$ cat src/rtl/jtframe_mister_ddr_arb_pkg.sv
// Shared FSM encoding, byte-enable constant and burst-length helper for the
// MiSTer DDR read-port arbiter.
package jtframe_mister_ddr_arb_pkg;

  typedef enum logic [1:0] {
    ST_IDLE  = 2'd0,
    ST_ISSUE = 2'd1,
    ST_DATA  = 2'd2
  } state_t;

  localparam logic [7:0] DDR_BE_ALL = 8'hFF;

  // A zero-length burst would never complete on the DDR side, so it becomes one beat.
  function automatic logic [7:0] fix_burstcnt(input logic [7:0] bc);
    return (bc == 8'd0) ? 8'd1 : bc;
  endfunction

endpackage

$ cat src/rtl/jtframe_rr_arb2.sv
// Two-way picker: fixed priority to requester 0, or round-robin where the
// last-granted requester loses a tie. The last grant is remembered here.
module jtframe_rr_arb2
  import jtframe_mister_ddr_arb_pkg::*;
#(
  parameter int PRIO0 = 0
) (
  input  logic       clk,
  input  logic       rst,
  input  logic [1:0] req_i,
  input  logic       upd_i,
  input  logic       upd_gnt_i,
  output logic       gnt_o
);

  logic last_q;

  always_comb begin
    gnt_o = 1'b0;
    if (PRIO0 != 0) begin
      gnt_o = ~req_i[0];
    end else if (req_i == 2'b11) begin
      gnt_o = ~last_q;
    end else begin
      gnt_o = ~req_i[0];
    end
  end

  // Starts at 1 so that requester 0 wins the first tie after reset.
  always_ff @(posedge clk or posedge rst) begin
    if (rst) begin
      last_q <= 1'b1;
    end else if (upd_i) begin
      last_q <= upd_gnt_i;
    end
  end

endmodule

$ cat src/rtl/jtframe_mister_ddr_arb.sv
// Shares the MiSTer DDR3 read port between the ROM download streamer (req0) and
// a secondary reader (req1), one whole burst at a time.
module jtframe_mister_ddr_arb
  import jtframe_mister_ddr_arb_pkg::*;
#(
  parameter int AW    = 29,
  parameter int PRIO0 = 0,
  parameter int TOUT  = 12
) (
  input  logic          rst,
  input  logic          clk,
  input  logic          req0_rd,
  input  logic [AW-1:0] req0_addr,
  input  logic [7:0]    req0_burstcnt,
  output logic          req0_busy,
  output logic [63:0]   req0_dout,
  output logic          req0_dout_ready,
  input  logic          req1_rd,
  input  logic [AW-1:0] req1_addr,
  input  logic [7:0]    req1_burstcnt,
  output logic          req1_busy,
  output logic [63:0]   req1_dout,
  output logic          req1_dout_ready,
  input  logic          ddram_busy,
  output logic          ddram_rd,
  output logic [AW-1:0] ddram_addr,
  output logic [7:0]    ddram_burstcnt,
  output logic [7:0]    ddram_be,
  input  logic [63:0]   ddram_dout,
  input  logic          ddram_dout_ready,
  output logic          err
);

  // One short of all-ones: abort fires on the (2**TOUT-1)-th silent cycle.
  localparam logic [TOUT-1:0] WD_LAST = ~TOUT'(1);

  state_t          state_q;
  logic            gnt_q;
  logic [1:0]      pend_q, pend_d;
  logic [1:0]      busy_q, busy_d;
  logic [AW-1:0]   addr0_q, addr1_q;
  logic [7:0]      bc0_q, bc1_q;
  logic            ddram_rd_q;
  logic [AW-1:0]   ddram_addr_q;
  logic [7:0]      ddram_bc_q;
  logic [7:0]      cnt_q;
  logic [TOUT-1:0] wd_q;
  logic            err_q;
  logic [63:0]     dout_q;
  logic [1:0]      rdy_q;

  logic [1:0] acc;
  logic       rd_bad;
  logic       cmd_ok;
  logic       beat;
  logic       last_beat;
  logic       wd_abort;
  logic       pick;

  jtframe_rr_arb2 #(.PRIO0(PRIO0)) u_arb (
    .clk       (clk),
    .rst       (rst),
    .req_i     (pend_q),
    .upd_i     (last_beat | wd_abort),
    .upd_gnt_i (gnt_q),
    .gnt_o     (pick)
  );

  // Request acceptance, completion detection and next pending/busy flags.
  always_comb begin
    acc       = {req1_rd & ~busy_q[1], req0_rd & ~busy_q[0]};
    rd_bad    = (req1_rd & busy_q[1]) | (req0_rd & busy_q[0]);
    cmd_ok    = (state_q == ST_ISSUE) && !ddram_busy;
    beat      = ddram_dout_ready;
    last_beat = (state_q == ST_DATA) && beat && (cnt_q == ddram_bc_q - 8'd1);
    wd_abort  = (state_q == ST_DATA) && !beat && (wd_q == WD_LAST);
    pend_d    = pend_q | acc;
    if (cmd_ok) begin
      pend_d[gnt_q] = 1'b0;
    end else begin
      pend_d = pend_q | acc;
    end
    // Owner term uses the current state so busy drops one clock after the final beat.
    busy_d[0] = pend_d[0] | ((state_q != ST_IDLE) && !gnt_q);
    busy_d[1] = pend_d[1] | ((state_q != ST_IDLE) &&  gnt_q);
  end

  // Request latches, DDR command FSM, beat counter, watchdog and data return.
  always_ff @(posedge clk or posedge rst) begin
    if (rst) begin
      state_q      <= ST_IDLE;
      gnt_q        <= 1'b0;
      pend_q       <= 2'b00;
      busy_q       <= 2'b00;
      addr0_q      <= '0;
      addr1_q      <= '0;
      bc0_q        <= 8'd0;
      bc1_q        <= 8'd0;
      ddram_rd_q   <= 1'b0;
      ddram_addr_q <= '0;
      ddram_bc_q   <= 8'd0;
      cnt_q        <= 8'd0;
      wd_q         <= '0;
      err_q        <= 1'b0;
      dout_q       <= 64'd0;
      rdy_q        <= 2'b00;
    end else begin
      pend_q   <= pend_d;
      busy_q   <= busy_d;
      err_q    <= rd_bad | wd_abort;
      rdy_q[0] <= beat && (state_q == ST_DATA) && !gnt_q;
      rdy_q[1] <= beat && (state_q == ST_DATA) &&  gnt_q;
      if (beat) begin
        dout_q <= ddram_dout;
      end
      if (acc[0]) begin
        addr0_q <= req0_addr;
        bc0_q   <= fix_burstcnt(req0_burstcnt);
      end
      if (acc[1]) begin
        addr1_q <= req1_addr;
        bc1_q   <= fix_burstcnt(req1_burstcnt);
      end
      case (state_q)
        ST_IDLE: begin
          if (pend_q != 2'b00) begin
            gnt_q        <= pick;
            ddram_rd_q   <= 1'b1;
            ddram_addr_q <= pick ? addr1_q : addr0_q;
            ddram_bc_q   <= pick ? bc1_q : bc0_q;
            state_q      <= ST_ISSUE;
          end
        end
        ST_ISSUE: begin
          if (!ddram_busy) begin
            ddram_rd_q <= 1'b0;
            cnt_q      <= 8'd0;
            wd_q       <= '0;
            state_q    <= ST_DATA;
          end
        end
        ST_DATA: begin
          if (beat) begin
            cnt_q <= cnt_q + 8'd1;
            wd_q  <= '0;
            if (last_beat) begin
              state_q <= ST_IDLE;
            end
          end else if (wd_abort) begin
            state_q <= ST_IDLE;
          end else if (wd_q != '1) begin
            wd_q <= wd_q + TOUT'(1);
          end
        end
        default: begin
          state_q <= ST_IDLE;
        end
      endcase
    end
  end

  assign req0_busy       = busy_q[0];
  assign req1_busy       = busy_q[1];
  assign req0_dout       = dout_q;
  assign req1_dout       = dout_q;
  assign req0_dout_ready = rdy_q[0];
  assign req1_dout_ready = rdy_q[1];
  assign ddram_rd        = ddram_rd_q;
  assign ddram_addr      = ddram_addr_q;
  assign ddram_burstcnt  = ddram_bc_q;
  assign ddram_be        = DDR_BE_ALL;
  assign err             = err_q;

endmodule

$ cat config.mk
export PLATFORM = sky130hd
export DESIGN_NAME = jtframe_mister_ddr_arb
export DESIGN_NICKNAME = d
export VERILOG_FILES = /design/src/rtl/jtframe_mister_ddr_arb_pkg.sv /design/src/rtl/jtframe_rr_arb2.sv /design/src/rtl/jtframe_mister_ddr_arb.sv
export SDC_FILE = /design/constraint.sdc
export NUM_CORES = 1
export LEC_CHECK = 0
export BUFFER_PORTS_ARGS = -buffer_cell sky130_fd_sc_hd__clkbuf_2
export CAP_MARGIN = 20
export CORE_ASPECT_RATIO = 2
export CORE_MARGIN = 5
export CORE_UTILIZATION = 40
export CTS_BUF_LIST = sky130_fd_sc_hd__clkbuf_4 sky130_fd_sc_hd__clkbuf_8
export CTS_CLUSTER_SIZE = 25
export DETAILED_ROUTE_END_ITERATION = 7
export PLACE_DENSITY = 0.75
export SLEW_MARGIN = 20
export SYNTH_ARGS = -nofsm -noshare
export SYNTH_HDL_FRONTEND = slang
export SYNTH_SLANG_ARGS = --single-unit
$ cat constraint.sdc
create_clock -name clk -period 7.91 [get_ports clk]
set_clock_uncertainty 0.2 [all_clocks]
set_input_delay 0.791 -clock clk [delete_from_list [all_inputs] [get_ports clk]]
set_output_delay 0.791 -clock clk [all_outputs]
set_load 0.02 [all_outputs]
==> impl_metrics.env <==
export IMPL_crit_arrival_ns=2.86
export IMPL_die_area_mm2=0.0260
export IMPL_numPortBuffers=314
export IMPL_p_leak_uw=0.00553
export IMPL_fmax_ghz=0.392
export IMPL_die_x_um=116
export IMPL_multi_input_area_mm2=0.00326
export IMPL_ys_ff_latch=207
export IMPL_crit_required_ns=8.22
export IMPL_period_share=0.323
export IMPL_synth_top_cell_area_share=0.569
export IMPL_drive_gt1_frac=0.522
export IMPL_synth_cells=726
export IMPL_grt_max_degree=145
export IMPL_nFillCells=1979
export IMPL_finalSetupViolations=0
export IMPL_ys_warn_count=0
export IMPL_grt_first_pass_wirelength_um=33900
export IMPL_numCtsBuffers=31
export IMPL_finalSetupTns_ns=0
export IMPL_holdWs_ns=0.0380
export IMPL_final_area_mm2=0.0112
export IMPL_tightestPinTransition_ns=0.867
export IMPL_min_period_ns=2.55
export IMPL_avgViaCountPerCell=4.89
export IMPL_avgSynthCellArea_um2=12.5
export IMPL_area_growth_pct=23.5
export IMPL_ys_seq_area_frac=0.571
export IMPL_fin_nets=1133
export IMPL_synth_top_cell_by_area="dfrtp_1"
export IMPL_antenna_found_initial=1
export IMPL_drc=0
export IMPL_tritoncts="done"
export IMPL_grt_pass1_vias=6658
export IMPL_core_area_mm2=0.0225
export IMPL_yosysMostFrequentCell="dfrtp_1"
export IMPL_clk_pin_slew_ns=0.06
export IMPL_drv_cap=0
export IMPL_p_per_area_mw_per_mm2=356
export IMPL_die_h_um=223
export IMPL_grt_overflow=0
export IMPL_cts_setup_buffers=0
export IMPL_path_class="reg2reg"
export IMPL_crit_path_start_kind="flop"
export IMPL_drtIter0Drc=254
export IMPL_place_area_mm2=0.0104
export IMPL_post_cts_resized=0
export IMPL_gp_congestion=0.864
export IMPL_cts_sinks=207
export IMPL_critPathMaxFanout=11
export IMPL_dr_pass1_iters=4
export IMPL_regArea_mm2=0.00518
export IMPL_cts_max_path_buffers=3
export IMPL_wl_per_cell_um=16.6
export IMPL_peakVddDrop_v=0.000256
export IMPL_cts_htree_levels=1
export IMPL_slew_headroom=0.422
export IMPL_gr_usage_all_layers=0.163
export IMPL_ys_top_cells_by_area="dfrtp_1 57%, mux2_2 17%, buf_4 6.0%"
export IMPL_wl_um=21500
export IMPL_synth_edf_count=0
export IMPL_hold_violations=0
export IMPL_io_pins=323
export IMPL_yosys_most_used_dff="dfrtp_1"
export IMPL_grt_setup_unrepaired="no"
export IMPL_async_reset_ff_frac=1.00
export IMPL_report_final_slew_viol_count=0
export IMPL_cts_hold_fix_buffers=0
export IMPL_start_util=0.402
export IMPL_synth_distinct_cells=45
export IMPL_outcome="finished clean"
export IMPL_syn_area_mm2=0.00907
export IMPL_cts_root_buffer="clkbuf_8"
export IMPL_rows=78
export IMPL_clk_latency_ns=0.59
export IMPL_post_dp_hpwl_um=15700
export IMPL_postRouteAntennaNets=0
export IMPL_synth_common_cells="206 x dfrtp_1, 136 x mux2_2, 72 x buf_4, 54 x nand2_1, 47 x o21ai_0"
export IMPL_vias=6314
export IMPL_endpoint_kind="flop"
export IMPL_hold_class="in2async"
## flip-flops by register name, indices dropped and copies added (netlist names)
register,cells
req0_dout,64
rdy_q,2
wd_q,12
pend_q,2
busy_q,2
ddram_rd,1
addr1_q,29
bc0_q,8
state_q,2
u_arb.last_q,1
cnt_q,8
ddram_burstcnt,8
addr0_q,29
bc1_q,8
ddram_addr,29
gnt_q,1
err,1
## logic make-up after synthesis
kind of cell / after synthesis / share of synthesized area
multiplexers: 174 / 0.211
buffers and inverters: 111 / 0.0766
flip-flops: 207 / 0.571
adder cells (fa/ha/maj): 4 / 0.00552
XOR/XNOR: 21 / 0.0203
other: 1 / 0.000414
AND/OR/NAND/NOR: 138 / 0.0727
AO/OA/AOI/OAI: 70 / 0.0421
## through the flow
stage	setup slack, ns	utilization	instances	power [uW]
final	5.36	0.497	1290	3980
after global routing	5.17	0.497	1290	4260
after CTS	5.34	0.495	1288	4050
after detailed placement	4.80	0.463	1231	3040
after global placement	4.83	0.463	1231	2990
after floorplan	1.27	-	733	2630
## layer usage
layer / part of all wire / track usage / wire length [um] / up-vias
met2: 0.55 / 0.302 / 11900 / 228
met3: 0.068 / 0.0334 / 1460 / 39
met1: 0.35 / 0.174 / 7510 / 3100
met4: 0.029 / 0.0686 / 623 / 0
met5: 0 / 0 / 0 / -
li1: - / - / - / 2947
## power by group
| part | switching [uW] | total, uW | internal (uW) | leakage [uW] |
|---|---|---|---|---|
| registers | 243 | 1660 | 1420 | 0.00250 |
| clock network | 419 | 982 | 563 | 0.000377 |
| logic | 758 | 1340 | 579 | 0.00266 |
## placed cells by master, fill, tap and decap left out, types with 2 or more instances in the layout
master,instances
clkinv_2,6
a21oi_1,13
o211ai_1,3
a22oi_1,2
clkbuf_2,313
dfrtp_1,206
nand2b_1,4
nor3_1,8
nor2b_1,3
nand4b_1,2
inv_1,7
bufinv_16,2
xnor2_1,9
and3b_1,2
mux2_2,136
o21ai_4,2
nor2b_4,2
clkbuf_8,42
mux2i_1,37
o21ai_0,45
nor4_1,2
clkbuf_4,5
clkinvlp_4,2
nand4_1,9
and3_1,2
nor2_1,29
xor2_1,12
nand3_1,11
conb_1,8
nand2_1,54
buf_4,6
ha_1,4
## path summary, 6_finish.rpt
| path | start | endpoint | slack (ns) | depth (start not counted) |
|---|---|---|---|---|
| max | state_q[0] | wd_q[5] | 5.36 | 5 |
| min | rst | req0_dout[61] | 0.04 | 2 |
| max reg2reg | state_q[0] | wd_q[5] | 5.36 | 5 |
| min reg2reg | ddram_addr[25] | ddram_addr[25] | 0.28 | 2 |
| max in group asynchronous | rst | req0_dout[32] | 5.85 | 4 |
| min in group clk | req1_addr[11] | addr1_q[11] | 0.23 | 2 |
## area by class of cell
| type | count | share of cell area |
|---|---|---|
| flip-flops and latches | 207 | 0.463 |
| clock inverters | 10 | 0.00939 |
| multi-input cells | 415 | 0.291 |
| clock buffers | 47 | 0.0550 |
| inverters | 9 | 0.00369 |
| diodes | 1 | 0.000224 |
| repair buffers | 321 | 0.147 |
| well taps | 280 | 0.0313 |
## critical path: stages (launching register included)
cell and delay [ns]:
dfrtp_1 0.48, nor3b_2 0.61, o22a_1 0.48, nand4_1 0.19, or3_1 0.37, a21oi_1 0.14
(Power assumes the default switching activity.)
